===== config.mk =====
export PLATFORM = sky130hd
export DESIGN_NAME = err_cnt_bank
export DESIGN_NICKNAME = d
export VERILOG_FILES = /design/src/rtl/err_cnt_bank.sv
export SDC_FILE = /design/constraint.sdc
export NUM_CORES = 1
export LEC_CHECK = 0
export BUFFER_PORTS_ARGS = -buffer_cell sky130_fd_sc_hd__buf_4
export CAP_MARGIN = 40
export CELL_PAD_IN_SITES_DETAIL_PLACEMENT = 0
export CELL_PAD_IN_SITES_GLOBAL_PLACEMENT = 1
export CORE_UTILIZATION = 45
export CTS_CLUSTER_SIZE = 30
export DETAILED_ROUTE_END_ITERATION = 10
export PLACE_DENSITY = 0.91
export SKIP_CTS_REPAIR_TIMING = 1
export SLEW_MARGIN = 5
export SYNTH_ARGS = -nofsm -noshare
export SYNTH_HDL_FRONTEND = slang
export SYNTH_SLANG_ARGS = --single-unit
export TNS_END_PERCENT = 100

===== constraint.sdc =====
create_clock -name clk_156m25 -period 6.1 [get_ports clk_156m25]
set_input_delay 1.83 -clock clk_156m25 [delete_from_list [all_inputs] [get_ports clk_156m25]]
set_output_delay 1.83 -clock clk_156m25 [all_outputs]
set_load 0.02 [all_outputs]

===== src/rtl/err_cnt_bank.sv =====
// Per-channel saturating error counters with preset, read-and-clear,
// threshold alarms and a saturating grand total of counted events.
module err_cnt_bank #(
  parameter int NUM_CH = 4,
  parameter int CNT_W  = 16,
  parameter int TOT_W  = 32,
  parameter int CH_W   = 2
) (
  input  logic              clk_156m25,
  input  logic              reset_156m25,
  input  logic [NUM_CH-1:0] inc,
  input  logic              set_en,
  input  logic [CH_W-1:0]   set_ch,
  input  logic [CNT_W-1:0]  set_val,
  input  logic              rd_req,
  input  logic              rd_clr,
  input  logic [CH_W-1:0]   rd_ch,
  output logic [CNT_W-1:0]  rd_data,
  output logic              rd_valid,
  input  logic [CNT_W-1:0]  thresh,
  output logic [NUM_CH-1:0] alarm,
  output logic [TOT_W-1:0]  tot_cnt,
  input  logic              tot_clr,
  output logic [NUM_CH-1:0] sat
);

  localparam int PC_W = $clog2(NUM_CH + 1);
  localparam logic [CNT_W-1:0] CNT_MAX = '1;

  logic [CNT_W-1:0]  r_cnt [NUM_CH];
  logic [NUM_CH-1:0] r_sat;
  logic [NUM_CH-1:0] r_alarm;
  logic [TOT_W-1:0]  r_tot;
  logic [CNT_W-1:0]  r_rd_data;
  logic              r_rd_valid;

  logic [CNT_W-1:0]  w_cnt_nxt [NUM_CH];
  logic [NUM_CH-1:0] w_sat_nxt;
  logic [NUM_CH-1:0] w_alarm_nxt;
  logic [NUM_CH-1:0] w_counted;
  logic [PC_W-1:0]   w_pop;
  logic [CNT_W-1:0]  w_rd_val;
  logic [TOT_W-1:0]  w_tot_base;
  logic [TOT_W:0]    w_tot_sum;
  logic [TOT_W-1:0]  w_tot_nxt;

  // Priority per channel: preset, then read-clear (keeps same-cycle inc), then inc.
  always_comb begin
    w_counted = '0;
    w_sat_nxt = r_sat;
    w_alarm_nxt = '0;
    w_pop = '0;
    w_rd_val = '0;
    for (int i = 0; i < NUM_CH; i++) begin
      w_cnt_nxt[i] = r_cnt[i];
      if (set_en && (set_ch == CH_W'(i))) begin
        w_cnt_nxt[i] = set_val;
        w_sat_nxt[i] = 1'b0;
      end else if (rd_req && rd_clr && (rd_ch == CH_W'(i))) begin
        w_cnt_nxt[i] = inc[i] ? CNT_W'(1) : '0;
        w_sat_nxt[i] = 1'b0;
        w_counted[i] = inc[i];
      end else if (inc[i]) begin
        if (r_cnt[i] != CNT_MAX) begin
          w_cnt_nxt[i] = r_cnt[i] + CNT_W'(1);
          w_counted[i] = 1'b1;
        end else begin
          w_sat_nxt[i] = 1'b1;
        end
      end
      w_alarm_nxt[i] = (thresh != '0) && (w_cnt_nxt[i] >= thresh);
      w_pop = w_pop + PC_W'(w_counted[i]);
      if (rd_ch == CH_W'(i)) w_rd_val = r_cnt[i];
    end
  end

  always_comb begin
    w_tot_base = tot_clr ? '0 : r_tot;
    w_tot_sum = {1'b0, w_tot_base} + (TOT_W+1)'(w_pop);
    w_tot_nxt = w_tot_sum[TOT_W] ? '1 : w_tot_sum[TOT_W-1:0];
  end

  always_ff @(posedge clk_156m25) begin
    if (reset_156m25) begin
      for (int i = 0; i < NUM_CH; i++) r_cnt[i] <= '0;
      r_sat <= '0;
      r_alarm <= '0;
      r_tot <= '0;
      r_rd_data <= '0;
      r_rd_valid <= 1'b0;
    end else begin
      for (int i = 0; i < NUM_CH; i++) r_cnt[i] <= w_cnt_nxt[i];
      r_sat <= w_sat_nxt;
      r_alarm <= w_alarm_nxt;
      r_tot <= w_tot_nxt;
      r_rd_valid <= rd_req;
      if (rd_req) r_rd_data <= w_rd_val;
    end
  end

  assign rd_data = r_rd_data;
  assign rd_valid = r_rd_valid;
  assign alarm = r_alarm;
  assign tot_cnt = r_tot;
  assign sat = r_sat;

endmodule


==> flow_metrics.env, run 1 <==
export IMPL_outcome="completed"
export IMPL_flow_area_growth_from_synthesis_pct=17.4
export IMPL_worst_max_slew_margin_expressed_relative_to_the_limit=0.445
export IMPL_final_instance_count_excl_fill=1498
export IMPL_reg2reg_from="r_cnt[1][3]$_SDFF_PP0_"
export IMPL_max_cap_violations=0
export IMPL_globalplace_congestion=0.994
export IMPL_ratio_of_final_minimum_period_to_clock_period=0.840
export IMPL_synth_enable_flop_cells=0
export IMPL_io_buffers=102
export IMPL_detailed_route_vias_per_instance=6.39
export IMPL_number_of_global_route_vias_before_repair=8666
export IMPL_final_layout_size_suffix_gt1_frac=0.148
export IMPL_dr_max_layer_used="met4"
export IMPL_layout_cells_most_common_list="151 x sky130_fd_sc_hd__nand2_1, 121 x sky130_fd_sc_hd__dfxtp_1, 111 x sky130_fd_sc_hd__buf_4"
export IMPL_grtUsageTotal=0.326
export IMPL_yosysWarnings=0
export IMPL_setup_worst_path_class="in -> reg"
export IMPL_drt_iter0_drc=1138
export IMPL_powerDensity_nw_per_um2=209
export IMPL_rows=51
export IMPL_ys_async_sr_fraction=0
export IMPL_worst_endpoint_required_ns=6.45
export IMPL_slew_violations=0
export IMPL_synth_ff_latch_count=121
export IMPL_worst_ir_drop_vdd_uv=149
export IMPL_cts_tree="yes"
export IMPL_crit_path_end_kind="flop"
export IMPL_coreArea_sq_um=19600
export IMPL_detail_route_drc_violations=0
export IMPL_cts_root_to_sink_buffers=2
export IMPL_mostFrequentLayoutCell="sky130_fd_sc_hd__nand2_1"
export IMPL_yosys_area_share_xor_xnor=0.0299
export IMPL_n_fill_cell=1881
export IMPL_total_leakage_power_nw=4.36
export IMPL_clk_pin_slew_worst_paths_ns=0.06
export IMPL_final_net_count=1337
export IMPL_grt_first_pass_wirelength_microns=50000
export IMPL_route_detailed_wl_per_inst_microns=21.9
export IMPL_ys_dominant_reg_cell="sky130_fd_sc_hd__dfxtp_1"
export IMPL_synth_top_family_by_area="simple AND/OR/NAND/NOR gates"
export IMPL_synth_area_mux_share=0.0777
export IMPL_setup_viol=0
export IMPL_routed_wl_met3_microns=2930
export IMPL_first_pass_iters=6
export IMPL_sequential_to_total_area_share_from_yosys_stat=0.267
export IMPL_routed_wl_microns=32800
export IMPL_post_dp_cell_area_sq_um=10100
export IMPL_postLayoutCellArea_sq_um=10700
export IMPL_final_setup_tns_ns=0
export IMPL_synth_avg_cell_area_sq_um=7.97
export IMPL_cp_num_buf_inv=4
export IMPL_critPathArrivalTime_ns=5.47
export IMPL_synth_compound_area_share=0.182
export IMPL_report_final_hold_viol_count=0
export IMPL_peak_fanout_along_the_critical_path=11
export IMPL_synth_simple_gate_area_share=0.302
export IMPL_htree_num_levels=4
export IMPL_fp_dieW_microns=144
export IMPL_die_area_sq_um=20800
export IMPL_slowest_stage_delay_on_critical_path_ns=0.59
export IMPL_route_met2_wl_microns=14400
export IMPL_hpwl_microns=24000
export IMPL_skew_ns=0.0131
export IMPL_grt_start_max_net_pins=66
export IMPL_dpl_cell_count=1465
export IMPL_syn_num_nets=1257
export IMPL_max_freq_mhz=195
export IMPL_critical_path_slowest_cell="sky130_fd_sc_hd__or3b_2"
export IMPL_worstSkewPairLatency_ns=0.43
export IMPL_timing_critical_path_from_type="input pin"
export IMPL_synth_fa_ha_area_frac=0.102
export IMPL_clockRootBuffer="sky130_fd_sc_hd__clkbuf_16"
export IMPL_floorplan_initialDensity=0.463
export IMPL_holdWs_ns=0.478
export IMPL_worst_slew_pin_transition_ns=0.833
export IMPL_gr_total_overflow=0
export IMPL_min_path_type="reg -> reg"
export IMPL_rsz_0062_raised_after_global_routing="no"
export IMPL_min_delay_startpoint="sat[0]$_SDFFE_PP0P_"
export IMPL_startpoint="set_ch[1]"
export IMPL_cts_buffers_inserted=17
export IMPL_netlist_instances=1139
export IMPL_worst_path_dominant_cell_family="simple AND/OR/NAND/NOR gates"
export IMPL_timing_final_crit_period_ns=5.12
export IMPL_postRouteAntennaNets=0
export IMPL_library_cells_used_by_synthesis=75
export IMPL_overall_via_count_from_detail_route=9568
export IMPL_die_y_microns=144
export IMPL_path_cells="buf_4, or3b_2, nand2_1, a21oi_1, fa_1, inv_1, fa_1, inv_1, fa_1, inv_1, nor4_1, nand3_1, a21oi_1"
export IMPL_clkSinkCount=121
export IMPL_grt_antenna_before_repair=0
export IMPL_finish_utilization=0.544
export IMPL_routed_metal_1_wirelength_microns=13500
export IMPL_synth_cell_area_sq_um=9080
export IMPL_io_pins=103
## cell usage after synthesis (18+ instances only)
| library cell | count | area (sq um) |
|---|---|---|
| sky130_fd_sc_hd__nand2_1 | 151 | 567 |
| sky130_fd_sc_hd__dfxtp_1 | 121 | 2420 |
| sky130_fd_sc_hd__nor2_1 | 79 | 297 |
| sky130_fd_sc_hd__ha_1 | 69 | 863 |
| sky130_fd_sc_hd__nand3_1 | 69 | 345 |
| sky130_fd_sc_hd__a21oi_1 | 62 | 310 |
| sky130_fd_sc_hd__o21ai_0 | 54 | 270 |
| sky130_fd_sc_hd__clkbuf_1 | 40 | 150 |
| sky130_fd_sc_hd__inv_1 | 40 | 150 |
| sky130_fd_sc_hd__mux2i_1 | 33 | 330 |
| sky130_fd_sc_hd__a31oi_1 | 31 | 194 |
| sky130_fd_sc_hd__nor3_1 | 30 | 150 |
| sky130_fd_sc_hd__nand4_1 | 27 | 169 |
| sky130_fd_sc_hd__and2_1 | 22 | 138 |
| sky130_fd_sc_hd__nor2b_1 | 21 | 131 |
| sky130_fd_sc_hd__nor4_1 | 21 | 131 |
| sky130_fd_sc_hd__xnor2_1 | 21 | 184 |
| sky130_fd_sc_hd__and3_1 | 18 | 113 |
## per-stage QoR
stage	total power [mW]	setup WS (ns)
2_1_floorplan	1.08	1.18
3_3_place_gp	1.22	0.669
3_5_place_dp	1.23	0.565
4_1_cts	2.22	0.962
5_1_grt	2.30	0.681
6_report	2.23	0.976
## routing by layer
layer / global-route usage / vias to the layer above
met5: 0 / -
met4: 0.195 / 0
met3: 0.0619 / 116
met2: 0.487 / 498
met1: 0.434 / 4503
li1: - / 4451
## worst paths after layout
kind	end	slack [ns]	depth (start not counted)
max	tot_cnt[19]$_SDFF_PP0_	0.98	13
min reg2reg	sat[0]$_SDFFE_PP0P_	0.48	2
max reg2reg	tot_cnt[19]$_SDFF_PP0_	1.29	13
min	sat[0]$_SDFFE_PP0P_	0.48	2
## state kept, by name, indices dropped and copies added (netlist names)
name and count:
tot_cnt 32, sat 4, rd_data 16, r_cnt 64, rd_valid 1, alarm 4
## worst register-to-register path, delay by kind of cell, from the launching register on
| family | cells | cell delay [ns] |
|---|---|---|
| AO/OA/AOI/OAI | 2 | 0.42 |
| AND/OR/NAND/NOR | 5 | 2.29 |
| buffers and inverters | 3 | 0.26 |
| adder cells (fa/ha/maj) | 3 | 1.26 |
| flip-flops | 1 | 0.50 |
## logic make-up after synthesis
logic type / count (synthesis)
AND/OR/NAND/NOR: 518
AO/OA/AOI/OAI: 255
adder cells (fa/ha/maj): 72
flip-flops: 121
XOR/XNOR: 31
buffers and inverters: 92
multiplexers: 50
## final cells by class
cell class                      count  area (sq um)  share of cell area
Antenna cell                        1          2.50            0.000235
Clock buffer                       17           425              0.0399
Clock inverter                     15           154              0.0144
Inverter                           41           154              0.0144
Multi-Input combinational cell    926          6310               0.592
Sequential cell                   121          2420               0.227
Tap cell                          265           332              0.0311
Timing Repair Buffer              112           861              0.0808
## report_power, final
part | internal, mW | switching [mW] | total (mW)
registers | 0.817 | 0.0444 | 0.862
clock network | 0.600 | 0.403 | 1.00
logic | 0.139 | 0.222 | 0.361
total | 1.56 | 0.669 | 2.23
(Power assumes the default switching activity.)
==> run 2, diff against run 1 <==
--- a/config.mk
+++ b/config.mk
@@ -5,14 +5,15 @@
 export SDC_FILE = /design/constraint.sdc
 export NUM_CORES = 1
 export LEC_CHECK = 0
+export ABC_AREA = 1
 export BUFFER_PORTS_ARGS = -buffer_cell sky130_fd_sc_hd__buf_4
 export CAP_MARGIN = 40
 export CELL_PAD_IN_SITES_DETAIL_PLACEMENT = 0
 export CELL_PAD_IN_SITES_GLOBAL_PLACEMENT = 1
-export CORE_UTILIZATION = 45
+export CORE_UTILIZATION = 38
 export CTS_CLUSTER_SIZE = 30
 export DETAILED_ROUTE_END_ITERATION = 10
-export PLACE_DENSITY = 0.91
+export PLACE_DENSITY = 0.87
 export SKIP_CTS_REPAIR_TIMING = 1
 export SLEW_MARGIN = 5
 export SYNTH_ARGS = -nofsm -noshare
==> constraint.sdc (replaced) <==
create_clock -name clk_156m25 -period 4.2 [get_ports clk_156m25]
set_input_delay 1.26 -clock clk_156m25 [delete_from_list [all_inputs] [get_ports clk_156m25]]
set_output_delay 1.26 -clock clk_156m25 [all_outputs]
set_load 0.02 [all_outputs]
==> flow_metrics.env, run 2 <==
export IMPL_max_cap_violations=0
export IMPL_drt_iter0_drc=934
export IMPL_worst_endpoint_required_ns=4.51
export IMPL_n_fill_cell=2633
export IMPL_io_pins=103
export IMPL_synth_avg_cell_area_sq_um=6.19
export IMPL_clkSinkCount=121
export IMPL_detail_route_drc_violations=0
export IMPL_sequentialPowerShare=0.372
export IMPL_min_delay_path_depth=2
export IMPL_route_detailed_wl_per_inst_microns=17.1
export IMPL_rows=58
export IMPL_die_y_microns=162
export IMPL_total_leakage_power_nw=5.56
export IMPL_outcome="completed"
export IMPL_grt_antenna_before_repair=0
export IMPL_mostFrequentLayoutCell="sky130_fd_sc_hd__nand2_1"
export IMPL_worst_ir_drop_vdd_uv=218
export IMPL_largest_register_ff_count=64
export IMPL_min_path_type="reg -> reg"
export IMPL_gr_total_overflow=0
export IMPL_grtUsageTotal=0.268
export IMPL_cp_num_buf_inv=7
export IMPL_crit_path_end_kind="flop"
export IMPL_worst_max_slew_margin_expressed_relative_to_the_limit=0.504
export IMPL_skew_ns=0.0183
export IMPL_synth_ff_latch_count=121
export IMPL_worst_path_stages=19
export IMPL_grt_first_pass_wirelength_microns=53900
export IMPL_synth_area_leaders="sky130_fd_sc_hd__dfxtp_1 25%, sky130_fd_sc_hd__nand2_1 19%, sky130_fd_sc_hd__ha_1 8.9%"
export IMPL_hpwl_microns=26800
export IMPL_cts_root_to_sink_buffers=2
export IMPL_overall_via_count_from_detail_route=10717
export IMPL_setup_viol=0
export IMPL_timing_final_crit_period_ns=4.03
export IMPL_critical_path_slowest_cell="sky130_fd_sc_hd__fa_1"
export IMPL_slack_of_the_critical_path_ns=0.172
export IMPL_critPathMostFrequentCell="sky130_fd_sc_hd__inv_1"
export IMPL_flow_area_growth_from_synthesis_pct=19.2
export IMPL_synthMostInstantiatedCell="sky130_fd_sc_hd__nand2_1"
export IMPL_die_area_sq_um=26300
export IMPL_detailed_route_vias_per_instance=5.27
export IMPL_clockRootBuffer="sky130_fd_sc_hd__clkbuf_16"
export IMPL_yosysWarnings=0
export IMPL_htree_num_levels=4
export IMPL_post_dp_cell_area_sq_um=11000
export IMPL_rsz_0062_raised_after_global_routing="no"
export IMPL_timing_critical_path_from_type="input pin"
export IMPL_globalplace_congestion=0.955
export IMPL_final_layout_size_suffix_gt1_frac=0.138
export IMPL_ys_dominant_reg_cell="sky130_fd_sc_hd__dfxtp_1"
export IMPL_final_net_count=1807
export IMPL_slew_violations=0
export IMPL_power_frac_comb=0.190
export IMPL_netlist_instances=1574
export IMPL_max_freq_mhz=248
export IMPL_report_final_hold_viol_count=0
export IMPL_floorplan_initialDensity=0.387
export IMPL_internal_power_mw=2.34
export IMPL_yosysTopAreaCellShare=0.249
export IMPL_largest_register="r_cnt"
export IMPL_routed_wl_microns=34700
export IMPL_postLayoutCellArea_sq_um=11600
export IMPL_insertedDiodeCount=0
export IMPL_power_share_clock=0.438
export IMPL_r2r_worst_path_cells=23
export IMPL_sequential_to_total_area_share_from_yosys_stat=0.249
export IMPL_synth_cell_area_sq_um=9750
export IMPL_setup_worst_path_class="in -> reg"
export IMPL_cts_buffers_inserted=17
export IMPL_syn_num_nets=1692
export IMPL_critPathArrivalTime_ns=4.34
export IMPL_number_of_global_route_vias_before_repair=9778
export IMPL_synth_top_cells_by_count="497 x sky130_fd_sc_hd__nand2_1, 194 x sky130_fd_sc_hd__inv_1, 141 x sky130_fd_sc_hd__nand3_1"
export IMPL_peak_fanout_along_the_critical_path=18
export IMPL_worst_path_dominant_cell_family="adder cells"
export IMPL_power_switching_mw=1.08
export IMPL_dp_slack_ns=-0.435
export IMPL_worst_slew_pin_transition_ns=0.744
export IMPL_path_cells="buf_4, nand2_1, nor2_1, inv_1, a211oi_4, fa_1, inv_1, fa_1, inv_1, fa_1, inv_1, nor2_4, nand2_2, nor2_4, nand2_4, buf_12, nand3_1, nand2_1, inv_1"
export IMPL_fp_dieW_microns=162
export IMPL_ys_async_sr_fraction=0
export IMPL_coreArea_sq_um=25200
export IMPL_netlist_top_cell_by_area="sky130_fd_sc_hd__dfxtp_1"
export IMPL_synth_enable_flop_cells=0
export IMPL_worstSkewPairLatency_ns=0.42
export IMPL_grt_start_max_net_pins=48
export IMPL_slowest_stage_delay_on_critical_path_ns=0.47
export IMPL_clk_pin_slew_worst_paths_ns=0.06
export IMPL_library_cells_used_by_synthesis=43
export IMPL_swShare=0.316
export IMPL_layout_cells_most_common_list="497 x sky130_fd_sc_hd__nand2_1, 194 x sky130_fd_sc_hd__inv_1, 141 x sky130_fd_sc_hd__nand3_1"
export IMPL_first_pass_iters=6
export IMPL_io_buffers=102
export IMPL_cts_tree="yes"
export IMPL_powerDensity_nw_per_um2=294
export IMPL_ratio_of_final_minimum_period_to_clock_period=0.959
export IMPL_postRouteAntennaNets=0
run 2: worst paths after layout:
path | from | end | slack, ns
worst min-delay path | sat[3]$_SDFFE_PP0P_ | sat[3]$_SDFFE_PP0P_ | 0.45
worst max register to register | r_cnt[1][0]$_SDFF_PP0_ | tot_cnt[29]$_SDFF_PP0_ | 0.40
worst max-delay path | rd_ch[0] | tot_cnt[29]$_SDFF_PP0_ | 0.17
worst min register to register | sat[3]$_SDFFE_PP0P_ | sat[3]$_SDFFE_PP0P_ | 0.45
run 2: cell type report:
| class | instances | area (sq um) | share of cell area |
|---|---|---|---|
| Inverter | 197 | 744 | 0.0641 |
| Clock inverter | 12 | 139 | 0.0120 |
| Clock buffer | 20 | 447 | 0.0385 |
| Multi-Input combinational cell | 1212 | 6370 | 0.549 |
| Tap cell | 330 | 413 | 0.0356 |
| Timing Repair Buffer | 140 | 1080 | 0.0927 |
| Sequential cell | 121 | 2420 | 0.209 |
run 2: power groups by stage:
stage          sequential (mW)  combinational (mW)  clock (mW)
6_report                  1.27               0.651        1.50
2_1_floorplan             1.29               0.388           0
3_5_place_dp              1.29               0.640           0
5_1_grt                   1.28               0.729        1.57
3_3_place_gp              1.29               0.631           0
4_1_cts                   1.27               0.643        1.51
run 2: worst reg2reg max path, stage by stage, from the launching register on:
cell and delay, ns:
sky130_fd_sc_hd__dfxtp_1 0.39, sky130_fd_sc_hd__ha_1 0.24, sky130_fd_sc_hd__nand2_1 0.07, sky130_fd_sc_hd__nor2_1 0.16, sky130_fd_sc_hd__nand2_1 0.14, sky130_fd_sc_hd__nor2_1 0.17, sky130_fd_sc_hd__nor2_1 0.09, sky130_fd_sc_hd__inv_1 0.10
sky130_fd_sc_hd__a21oi_1 0.08, sky130_fd_sc_hd__buf_4 0.15, sky130_fd_sc_hd__fa_1 0.49, sky130_fd_sc_hd__inv_1 0.07, sky130_fd_sc_hd__fa_1 0.41, sky130_fd_sc_hd__inv_1 0.09, sky130_fd_sc_hd__buf_4 0.11, sky130_fd_sc_hd__nand2_1 0.07
sky130_fd_sc_hd__a21oi_4 0.19, sky130_fd_sc_hd__nand2_1 0.18, sky130_fd_sc_hd__nor2_1 0.20, sky130_fd_sc_hd__nand2_1 0.07, sky130_fd_sc_hd__nand2_1 0.06, sky130_fd_sc_hd__nand3_1 0.06, sky130_fd_sc_hd__nand2_1 0.06, sky130_fd_sc_hd__inv_1 0.04
run 2: metrics by stage:
step                hold WS, ns   util  std cells  setup TNS (ns)  total power, mW
floorplan                 0.488      -       1574               0             1.68
global placement          0.451  0.437       2000          -12.94             1.93
detailed placement        0.455  0.437       2000          -12.07             1.93
CTS                       0.464  0.461       2032         -0.0108             3.42
global route              0.492  0.461       2032               0             3.58
finish                    0.454  0.461       2032               0             3.42
run 2: logic make-up (layout without fill, tap and decap cells):
logic type	Yosys count	in the layout	share of synthesized area
flops	121	121	0.249
buf+inv	241	369	0.0994
fa+ha+maj	72	72	0.0947
simple gates	876	876	0.392
xor+xnor	29	29	0.0261
compound gates	235	235	0.140
run 2: metal layers:
layer / wire length [microns] / track usage / vias to the layer above
li1: - / - / 5355
met2: 16000 / 0.440 / 420
met4: 1400 / 0.115 / 0
met5: 0 / 0 / -
met3: 2030 / 0.0337 / 69
met1: 15300 / 0.352 / 4873
